## src/rtl/regfile_write_arbiter.sv

```systemverilog
// regfile_write_arbiter
//
// Shares the register file's single write port between two writeback
// requesters (A: execute result, B: load result). After reset an optional
// clear sequence writes zero to x1..x(2^ADDR_W-1); afterwards requests are
// arbitrated round-robin with valid/ready handshakes.
//
// Ports:
//   clk           sole clock, rising edge
//   rst_n         synchronous active-low reset
//   a_valid/a_ready/a_addr/a_data   port A request, accept, address, data
//   b_valid/b_ready/b_addr/b_data   port B request, accept, address, data
//   write_address register-file write address (0 = no write)
//   write_data    register-file write data
//   init_done     registered, high once the clear sequence has completed
module regfile_write_arbiter #(
  parameter int DATA_W         = 32,
  parameter int ADDR_W         = 5,
  parameter int CLEAR_ON_RESET = 1
) (
  input  logic              clk,
  input  logic              rst_n,
  input  logic              a_valid,
  output logic              a_ready,
  input  logic [ADDR_W-1:0] a_addr,
  input  logic [DATA_W-1:0] a_data,
  input  logic              b_valid,
  output logic              b_ready,
  input  logic [ADDR_W-1:0] b_addr,
  input  logic [DATA_W-1:0] b_data,
  output logic [ADDR_W-1:0] write_address,
  output logic [DATA_W-1:0] write_data,
  output logic              init_done
);

  typedef enum logic [0:0] {
    ST_CLEAR = 1'b0,
    ST_RUN   = 1'b1
  } state_t;

  localparam logic [ADDR_W-1:0] ZERO_IDX = {ADDR_W{1'b0}};
  localparam logic [ADDR_W-1:0] ONE_IDX  = {{(ADDR_W-1){1'b0}}, 1'b1};
  localparam logic [ADDR_W-1:0] LAST_IDX = {ADDR_W{1'b1}};
  localparam logic              PRIO_A   = 1'b0;
  localparam logic              PRIO_B   = 1'b1;

  state_t            state_r, state_s;
  logic [ADDR_W-1:0] clr_idx_r, clr_idx_s;
  logic              prio_r, prio_s;
  logic              init_done_r, init_done_s;

  logic a_real_s, b_real_s, a_discard_s, b_discard_s;
  logic grant_a_s, grant_b_s;

  // Classify each request and pick the round-robin winner among real ones.
  always_comb begin
    a_real_s    = a_valid && (a_addr != ZERO_IDX);
    b_real_s    = b_valid && (b_addr != ZERO_IDX);
    a_discard_s = a_valid && (a_addr == ZERO_IDX);
    b_discard_s = b_valid && (b_addr == ZERO_IDX);
    grant_a_s   = a_real_s && (!b_real_s || (prio_r == PRIO_A));
    grant_b_s   = b_real_s && (!a_real_s || (prio_r == PRIO_B));
  end

  // Next-state and output decode; everything is forced idle while rst_n is low
  // so an in-flight handshake is dropped during reset cycles.
  always_comb begin
    state_s       = state_r;
    clr_idx_s     = clr_idx_r;
    prio_s        = prio_r;
    init_done_s   = init_done_r;
    a_ready       = 1'b0;
    b_ready       = 1'b0;
    write_address = ZERO_IDX;
    write_data    = {DATA_W{1'b0}};
    if (!rst_n) begin
      state_s = state_r;
    end else begin
      case (state_r)
        ST_CLEAR: begin
          write_address = clr_idx_r;
          // Stop on the last register instead of wrapping back to x0.
          if (clr_idx_r == LAST_IDX) begin
            state_s     = ST_RUN;
            init_done_s = 1'b1;
          end else begin
            clr_idx_s = clr_idx_r + ONE_IDX;
          end
        end
        ST_RUN: begin
          init_done_s = 1'b1;
          // Discards are always accepted but never write or move prio.
          a_ready = a_discard_s || grant_a_s;
          b_ready = b_discard_s || grant_b_s;
          if (grant_a_s) begin
            write_address = a_addr;
            write_data    = a_data;
            prio_s        = PRIO_B;
          end else if (grant_b_s) begin
            write_address = b_addr;
            write_data    = b_data;
            prio_s        = PRIO_A;
          end else begin
            prio_s = prio_r;
          end
        end
        default: begin
          state_s = ST_CLEAR;
        end
      endcase
    end
  end

  // State register with synchronous active-low reset.
  always_ff @(posedge clk) begin
    if (!rst_n) begin
      state_r     <= (CLEAR_ON_RESET != 0) ? ST_CLEAR : ST_RUN;
      clr_idx_r   <= ONE_IDX;
      prio_r      <= PRIO_A;
      init_done_r <= 1'b0;
    end else begin
      state_r     <= state_s;
      clr_idx_r   <= clr_idx_s;
      prio_r      <= prio_s;
      init_done_r <= init_done_s;
    end
  end

  assign init_done = init_done_r;

endmodule

```

## config.mk

```make
export PLATFORM = sky130hd
export DESIGN_NAME = regfile_write_arbiter
export DESIGN_NICKNAME = d
export VERILOG_FILES = /design/src/rtl/regfile_write_arbiter.sv
export SDC_FILE = /design/constraint.sdc
export NUM_CORES = 1
export LEC_CHECK = 0
export BUFFER_PORTS_ARGS = -buffer_cell sky130_fd_sc_hd__buf_4
export CAP_MARGIN = 30
export CORE_ASPECT_RATIO = 1.25
export CORE_MARGIN = 3
export CORE_UTILIZATION = 33
export CTS_CLUSTER_SIZE = 10
export DETAILED_ROUTE_END_ITERATION = 10
export HOLD_SLACK_MARGIN = 0.02
export PLACE_DENSITY = 0.94
export SETUP_SLACK_MARGIN = 0.15
export SYNTH_ARGS = -nofsm -noshare
export SYNTH_HDL_FRONTEND = slang
export SYNTH_SLANG_ARGS = --single-unit
```

## constraint.sdc

```tcl
create_clock -name clk -period 2.9 [get_ports clk]
set_input_delay 0.29 -clock clk [delete_from_list [all_inputs] [get_ports clk]]
set_output_delay 0.29 -clock clk [all_outputs]
set_load 0.01 [all_outputs]
```

## Word-level counts from Yosys, hierarchy flattened

Cells that the tools add are included.

- Register bits: 8
- Bits of input ports: 78

- Add/subtract/negate cells: 1
- Equality and inequality tests: 2
- Muxes and demuxes: 18
- Bitwise gates (word level): 3
- Reductions and logical operators: 19

Operators with widths:

| cell | count |
|---|---|
| 32-bit 2-to-1 mux | 4 |
| 5-bit 2-to-1 mux | 3 |
| 5-bit zero test | 2 |
| 5-bit case mux with 2 select lines | 1 |
| 5-bit nonzero test | 2 |
| 1-bit 2-to-1 mux | 9 |
| 1-bit logical AND | 6 |
| 5-bit by 1-bit adder with 5-bit output (second input constant) | 1 |
| 5-bit == test (second input constant) | 1 |
| 1-bit logical OR | 4 |
| 2-bit AND reduction | 2 |
| 1-bit inverter | 3 |
| 1-bit zero test | 2 |
| 2-bit != test (second input constant) | 1 |
| 1-bit case mux with 2 select lines | 1 |
| 2-bit nonzero test | 1 |

## Longest topological paths before layout

Gate-level depths: netlist of run 1.

- Depth in word-level cells: 9
- Mapped depth: 7
- Gate-level depth less buffers: 7

## Worst setup path before layout of run 1

Ideal clock, no wire load.

- Path type: in2out
- Start: input port a_addr[4]
- End: output port write_data[10]
- Arrival: 1692 ps
- Data required time: 2610 ps
- Slack: 918 ps
- Stages: 5
- Buffers on the path: 1
- Path through: or4_4 > o21ai_4 > nor3b_4 > buf_6 > a22o_1

- Cells in the longest elaborated chain, start to end: 9
- Elaborated cells between the ends (all ways): 10

Ends and longest elaborated chain:

| element | line | source |
|---|---|---|
| start, declared | 25 | `input logic [ADDR_W-1:0] a_addr,` |
| 5-bit nonzero test * | 57 | `a_real_s = a_valid && (a_addr != ZERO_IDX);` |
| 1-bit logical AND * | 57 |  |
| 1-bit zero test | 62 | `grant_b_s = b_real_s && (!a_real_s \|\| (prio_r == PRIO_B));` |
| 1-bit logical OR | 62 |  |
| 1-bit logical AND | 62 |  |
| 32-bit 2-to-1 mux | 99 | `end else if (grant_b_s) begin` |
| 32-bit 2-to-1 mux * | 95 | `if (grant_a_s) begin` |
| 32-bit 2-to-1 mux * | 79 | `case (state_r)` |
| 32-bit 2-to-1 mux * | 76 | `if (!rst_n) begin` |
| end, declared | 32 | `output logic [DATA_W-1:0] write_data,` |

Mark *: on every way between the ends. The rest lies on a longest branch, timed or not.

## Worst setup path after layout of run 1

- Start: input port a_addr[4]
- End: output port write_data[1]

The elaborated chain is that of the path after synthesis.

==> summary.txt, run 1 <==
status = finished clean
unrepaired setup endpoints after global routing = false
number of global-route vias before repair = 1,324
Resized Gates After CTS = 0
synth warn = 0
Area Growth Syn to Fin = 95.1%
Slew Viols, Final = 0
Yosys reg bits = 8
IO Pins = 118
GPL Wtd Cong = 0.933
beginning of the critical path = a_addr[4]
sequential element share of the synthesized area = 17.3%
endpoint class of the critical path = output pin
DRC = 0
Worst-path clk slew = 50 ps
Num CTS Buffers = 3
Sink Count = 8
Reg2Reg Launch Point = clr_idx_r[0]$_SDFFE_PN1P_
Reg area = 160 um^2
I/O Buffers = 117
Worst VDD drop = 0.223 mV
WP buf/inv = 3
FP Rows = 20
antenna violations before repair = 0
first-iteration detailed-routing DRC count = 66
crit path time final = 2420 ps
first-pass GRT wire length = 6.63 mm
Hold Crit Class = primary input to flip-flop
Longest Clk Path Bufs = 2
Yosys top cell by area = a22o_1
Die H = 65.2 um
required time of the critical path = 2610 ps
Post-CTS Setup Bufs = 0
Vias = 1,390
Syn Inst Count = 111
Pre-Repair DR Iteration Count = 4
ANT nets after route = 0
# fillers = 210
Peak Freq = 414 MHz
layout cell share with drive strength beyond 1 = 58.7%
cell total after placement = 253
cts hold-fix bufs = 0
Syn Nets = 191
area share of the largest cell type after synthesis = 28.4%
Period Utilization, post-route = 83.4%
CTS H-tree depth = 1
largest net degree at the start of global routing = 33
crit path launch type = primary input
Async S/R FF share, synth = 0%
Distinct cells, synth = 29
via/cell ratio = 5.43
ys flop type = dfxtp_1
worst rel slew slack = 64.0%
CTS tree = built
post-DP HPWL = 3.80 mm
Min-Delay Startpoint = rst_n
Lkg Pwr = 0.920 nW
PD cells = 187 nW/um^2
Fin. Hold Viols = 0
post-route setup TNS = 0 ps
Post-Synthesis Cell Area = 926 um^2
worst skew pair latency = 260 ps
Die Wd = 53.4 um
Least-Margin Pin Slew = 536 ps
syn_area_per_cell = 8.34 um^2
die area = 3480 um^2
Root Buffer = clkbuf_4
GRT Total Usage = 25.4%
slowest stage delay, CP = 560 ps
crit-path cells = buf_4 -> or4_4 -> o21ai_4 -> nor3b_4 -> buf_4 -> a22o_1 -> buf_4
final setup vio count = 0
Post-synth EDFFs = 0
area of the multi-input gates = 671 um^2
starting density of the core = 36.3%
Finished Layout Cells = 256
nets = 305
Core ar. = 2550 um^2
CP max stage cell = or4_4
# diodes = 0
max cap viols = 0
WP data arrival = 2130 ps
most frequent cell after synthesis = a22o_1
Most common cell on crit path = buf_4
Setup CP Type = primary input to output pin
Worst path top cell family by delay = simple AND/OR/NAND/NOR gates
GRT Residual Overflow = 0
crit-path max FO = 32
Commonest cells post-synth = a22o_1, nand3_1, dfxtp_1, nor2_1, o21ai_0
Synth area leaders = a22o_1, dfxtp_1, buf_6
Worst Skew = 2.51 ps
routed wire length = 4.64 mm
DR WL/cell = 18.1 um
cell type report:
cell class / instances / area share (%)
clock buffer: 3 / 1.25
multi-input combinational: 90 / 37.1
timing repair buffer: 121 / 50.3
inverter: 1 / 0.208
tap: 33 / 2.29
sequential: 8 / 8.86
flip-flops by register name, summed over array words and instances, names as in the netlist:
signal     cells
prio_r         1
init_done      1
clr_idx_r      5
state_r        1
power breakdown:
part	internal, W	switching, W	leakage, nW
Sequential	0.000116	0.00000732	0.0653
Combinational	0.0000836	0.0000455	0.841
Clock	0.0000474	0.0000389	0.0138
logic make-up (layout without fill, tap and decap cells):
family                     Yosys count  count (layout)  synth area share (%)
adders and majority gates            2               2                  2.70
DFF                                  8               8                  17.3
buffers and inverters               13             125                  10.3
and+or+nand+nor                     33              33                  20.0
xor gates and xnor gates             3               3                  2.84
AOI/OAI and AO/OA                   52              52                  46.9
through the flow:
step                total power [W]  area (um^2)  worst slack, ps  hold slack (ps)  utilization, %
floorplan                  0.000154          926              918              468               -
global placement           0.000252         1780              533              475            69.9
detailed placement         0.000252         1780              521              476            69.9
CTS                        0.000338         1810              509              261            70.8
global route               0.000354         1810              415              266            70.8
finish                     0.000339         1810              482              267            70.8
layout by cell type (no fill, tap or decap):
cell type  synthesis  layout
a311oi_1           1       1
o311ai_4           1       1
inv_1              1       1
a21oi_1            3       3
o21ai_0            7       7
buf_4              0     121
nor2b_1            2       2
ha_1               2       2
and3_1             1       1
or3_4              1       1
a31oi_1            5       5
or4_4              1       1
a22o_1            30      30
o21a_1             1       1
o21ai_4            1       1
and4_1             1       1
xor2_1             2       2
nand2_1            4       4
clkbuf_4           0       3
nor3b_4            1       1
o2111a_1           1       1
nor2_1             8       8
nand3_1           11      11
dfxtp_1            8       8
a22o_2             2       2
xnor2_1            1       1
nand4_1            1       1
nor3_1             2       2
final timing paths:
path	end	slack, ps	cells past startpoint
max reg2reg	clr_idx_r[3]$_SDFFE_PN0P_	970	7
min	clr_idx_r[0]$_SDFFE_PN1P_	270	2
max	write_data[1]	480	7
min reg2reg	init_done$_SDFFE_PN0N_	490	2
per-layer routing:
layer	wire [um]	up-vias	share of wire [%]	track usage, %
li1	-	667	-	-
met1	1840	611	40	33.7
met2	2190	106	47	42.6
met3	589	6	13	4.54
met4	27	0	0.58	3.83
met5	0	-	0	0
Power figures use the tool's default switching activity.
==> inputs of run 2 (changes only) <==
Settings changed: CORE_UTILIZATION 33 to 32, PLACE_DENSITY 0.94 to 0.92.
Clock period 2.9 ns to 2.5 ns, I/O delays scaled along.
==> run 2 against run 1 <==
Clock power rose by 18%; die area rose by 2.8%; global-route usage fell by 1.6 points; register-to-register slack lost 260 ps; first-iteration DRC count decreased by 20%; clock skew is essentially flat; critical path depth unchanged; count of clock-buffer cells in the layout stayed put; setup slack worse by 200 ps; sequential power up 15%; sequential share of layout area fell by 0.16 points.
==> summary.txt, run 2 (synthesis results as in run 1) <==
DRC = 0
Root Buffer = clkbuf_4
clock network power share = 26.0%
GRT Total Usage = 23.8%
total power = 0.000392 W
max cap viols = 0
max reg flops = 5
Worst VDD drop = 0.177 mV
Die Wd = 54.1 um
I/O Buffers = 117
Worst path top cell family by delay = simple AND/OR/NAND/NOR gates
# diodes = 0
Peak Freq = 451 MHz
Sw Pwr = 0.000106 W
ANT nets after route = 0
unrepaired setup endpoints after global routing = false
total internal power = 0.000287 W
crit path time final = 2220 ps
Pre-Repair DR Iteration Count = 4
slowest stage delay, CP = 560 ps
Slew Viols, Final = 0
Net Sw Frac = 26.9%
Core ar. = 2730 um^2
endpoint class of the critical path = output pin
FP Rows = 21
largest net degree at the start of global routing = 29
GPL Wtd Cong = 0.891
CP max stage cell = or4_4
worst skew pair latency = 260 ps
Area Growth Syn to Fin = 98.6%
Period Utilization, post-route = 88.7%
cts hold-fix bufs = 0
commonest non-fill, non-tap cell in the layout = buf_4
die area = 3580 um^2
Hold Crit Class = primary input to flip-flop
Biggest register = clr_idx_r
status = finished clean
WP buf/inv = 3
antenna violations before repair = 0
crit-path cells = buf_4 -> or4_4 -> o21a_1 -> and4_1 -> buf_12 -> a22o_1 -> buf_4
Worst Skew = 2.90 ps
final setup vio count = 0
required time of the critical path = 2250 ps
nets = 307
Die H = 66.1 um
via/cell ratio = 5.35
number of global-route vias before repair = 1,304
Final WS setup = 282 ps
most frequent cells in the layout = buf_4, a22o_1, nand3_1
Longest Clk Path Bufs = 2
Sink Count = 8
routed wire length = 4.52 mm
Worst-path clk slew = 50 ps
WP data arrival = 1970 ps
Lkg Pwr = 0.933 nW
worst rel slew slack = 73.6%
Fin. Hold Viols = 0
PD cells = 213 nW/um^2
share of power burned in registers = 35.9%
DR WL/cell = 17.5 um
Setup CP Type = primary input to output pin
CTS tree = built
Vias = 1,385
first-iteration detailed-routing DRC count = 53
crit path launch type = primary input
crit-path max FO = 28
GRT Residual Overflow = 0
Comb pwr share = 38.0%
first-pass GRT wire length = 6.16 mm
Least-Margin Pin Slew = 394 ps
layout cell share with drive strength beyond 1 = 59.1%
post-route setup TNS = 0 ps
Num CTS Buffers = 3
CTS H-tree depth = 1
post-DP HPWL = 3.68 mm
IO Pins = 118
starting density of the core = 33.9%
# fillers = 231
pre-CTS setup slack = 273 ps
Most common cell on crit path = buf_4
[run 2: cell types whose count changed in the layout (fill, tap and decap cells not counted)]
cell and delta:
buf_12 +1, buf_6 +1
[run 2: timing repair]
item                                    CTS  global route
endpoints found under the setup margin    0             1
endpoints found under the hold margin     0             0
buffers inserted                          0             0
resized for setup                         0             1
[run 2: power by group through the flow]
stage | registers, W | clock network (W) | logic (W)
2_1_floorplan | 0.000142 | 0 | 0.0000370
3_3_place_gp | 0.000143 | 0 | 0.000146
5_1_grt | 0.000142 | 0.000103 | 0.000160
6_report | 0.000141 | 0.000102 | 0.000149
4_1_cts | 0.000141 | 0.000100 | 0.000149
3_5_place_dp | 0.000143 | 0 | 0.000148
[run 2: metrics by stage]
| step | area [um^2] | cells | hold slack, ps | utilization [%] |
|---|---|---|---|---|
| floorplan | 926 | 111 | 468 | - |
| global route | 1840 | 259 | 245 | 67.3 |
| detailed placement | 1810 | 256 | 486 | 66.3 |
| finish | 1840 | 259 | 224 | 67.3 |
| global placement | 1810 | 256 | 463 | 66.3 |
| CTS | 1840 | 259 | 225 | 67.2 |
[run 2: routing by layer]
metal / up-vias / global-route usage (%) / share of wire (%)
li1: 668 / - / -
met4: 0 / 6.23 / 1.7
met5: - / 0 / 0
met3: 8 / 7.67 / 17
met2: 107 / 38.2 / 43
met1: 602 / 30.1 / 38
[run 2: area by class of cell]
type,count,area (um^2),share of cell area (%)
clock buffers,3,22.5,1.22
inverters,1,3.75,0.204
multi-input cells,90,671,36.5
flip-flops and latches,8,160,8.71
well taps,34,42.5,2.31
repair buffers,123,940,51.1
[run 2: worst paths after layout]
check,from,endpoint,slack (ps),cells after the start
setup / recovery,a_addr[4],write_data[3],280,7
hold / removal,rst_n,clr_idx_r[0]$_SDFFE_PN1P_,220,2
setup reg to reg,clr_idx_r[0]$_SDFFE_PN1P_,clr_idx_r[3]$_SDFFE_PN0P_,710,7
hold reg to reg,clr_idx_r[1]$_SDFFE_PN0P_,clr_idx_r[1]$_SDFFE_PN0P_,520,2
==> inputs of run 3 (changes only) <==
Settings changed: CORE_UTILIZATION 32 to 25, PLACE_DENSITY 0.92 to 0.64.
==> run 3 against run 2 <==
Critical path depth unchanged; hold slack better by 30 ps; non-clock buffer count down 2; clock skew about the same; largest cell class unchanged.
==> summary.txt, run 3 (synthesis results as in run 1) <==
worst rel slew slack = 65.8%
most frequent cells in the layout = buf_4, a22o_1, nand3_1
layout cell share with drive strength beyond 1 = 58.7%
via/cell ratio = 5.22
crit-path max FO = 29
cts hold-fix bufs = 0
GRT Total Usage = 17.6%
Slew Viols, Final = 0
Fin Hold WS = 254 ps
Hold Crit Class = primary input to flip-flop
Core ar. = 3510 um^2
required time of the critical path = 2250 ps
IO Pins = 118
Longest Clk Path Bufs = 2
Min-Delay Startpoint = rst_n
Reg2Reg Launch Point = clr_idx_r[0]$_SDFFE_PN1P_
cell total after placement = 259
Die Wd = 60.4 um
Fin. Hold Viols = 0
nets = 305
Worst VDD drop = 0.307 mV
unrepaired setup endpoints after global routing = false
I/O Buffers = 117
Setup CP Type = primary input to output pin
DRC = 0
Period Utilization, post-route = 89.1%
Die H = 74.0 um
first-iteration detailed-routing DRC count = 76
WHS Path Cells = 2
FP Rows = 24
antenna violations before repair = 0
max cap viols = 0
number of global-route vias before repair = 1,256
largest net degree at the start of global routing = 30
Root Buffer = clkbuf_8
post-DP HPWL = 3.70 mm
slowest stage delay, CP = 550 ps
CTS H-tree depth = 1
Lkg Pwr = 0.932 nW
WP buf/inv = 3
crit path launch type = primary input
first-pass GRT wire length = 6.01 mm
beginning of the critical path = a_addr[4]
post-layout util = 52.9%
routed wire length = 4.32 mm
status = finished clean
post-route setup TNS = 0 ps
endpoint class of the critical path = output pin
# diodes = 0
placed instance area = 1820 um^2
DR WL/cell = 16.5 um
GRT Residual Overflow = 0
Biggest register = clr_idx_r
Most common cell on crit path = buf_4
final setup vio count = 0
Levels on crit path = 7
max reg flops = 5
ANT nets after route = 0
worst skew pair latency = 230 ps
Worst Skew = 3.38 ps
Num CTS Buffers = 3
crit-path cells = buf_4 -> or4_4 -> o21ai_4 -> nor3b_4 -> buf_12 -> a22o_1 -> buf_4
CTS tree = built
Pre-Repair DR Iteration Count = 4
worst r2r path cells = 7
Finished Layout Cells = 262
fin area = 1860 um^2
Area Growth Syn to Fin = 101%
starting density of the core = 26.4%
Least-Margin Pin Slew = 508 ps
WP data arrival = 1980 ps
Worst-path clk slew = 40 ps
Worst path top cell family by delay = simple AND/OR/NAND/NOR gates
commonest non-fill, non-tap cell in the layout = buf_4
Vias = 1,368
crit path time final = 2230 ps
Peak Freq = 449 MHz
die area = 4470 um^2
Sink Count = 8
CP max stage cell = or4_4
Resized Gates After CTS = 0
PD cells = 237 nW/um^2
Post-CTS Setup Bufs = 0
GPL Wtd Cong = 0.887
-- run 3: worst paths after layout --
| path | endpoint | slack, ps |
|---|---|---|
| worst max register to register | clr_idx_r[3]$_SDFFE_PN0P_ | 630 |
| worst max-delay path | write_data[1] | 270 |
| worst min-delay path | clr_idx_r[0]$_SDFFE_PN1P_ | 250 |
| worst min register to register | init_done$_SDFFE_PN0N_ | 490 |
-- run 3: metal layers --
layer | vias up | share of wire, % | global-route usage (%)
met3 | 6 | 12 | 3.13
met1 | 620 | 34 | 17.7
li1 | 665 | - | -
met5 | - | 0 | 0
met4 | 0 | 1.6 | 6.27
met2 | 77 | 52 | 34.9
-- run 3: through the flow --
stage               power (W)  setup WS [ps]
finish               0.000441            273
global route         0.000462            187
CTS                  0.000448            279
detailed placement   0.000291            288
global placement     0.000289            317
floorplan            0.000179            598
-- run 3: layout make-up --
class	count	area, um^2
flip-flops and latches	8	160
multi-input cells	90	671
well taps	39	48.8
fillers	345	1660
inverters	1	3.75
repair buffers	121	933
clock buffers	3	41.3
-- run 3: power breakdown --
| part | switching, W | leakage, nW | internal, W |
|---|---|---|---|
| Combinational | 0.0000504 | 0.845 | 0.0000968 |
| Clock | 0.0000484 | 0.0216 | 0.000104 |
| Sequential | 0.00000631 | 0.0653 | 0.000135 |
| Total | 0.000105 | 0.932 | 0.000336 |
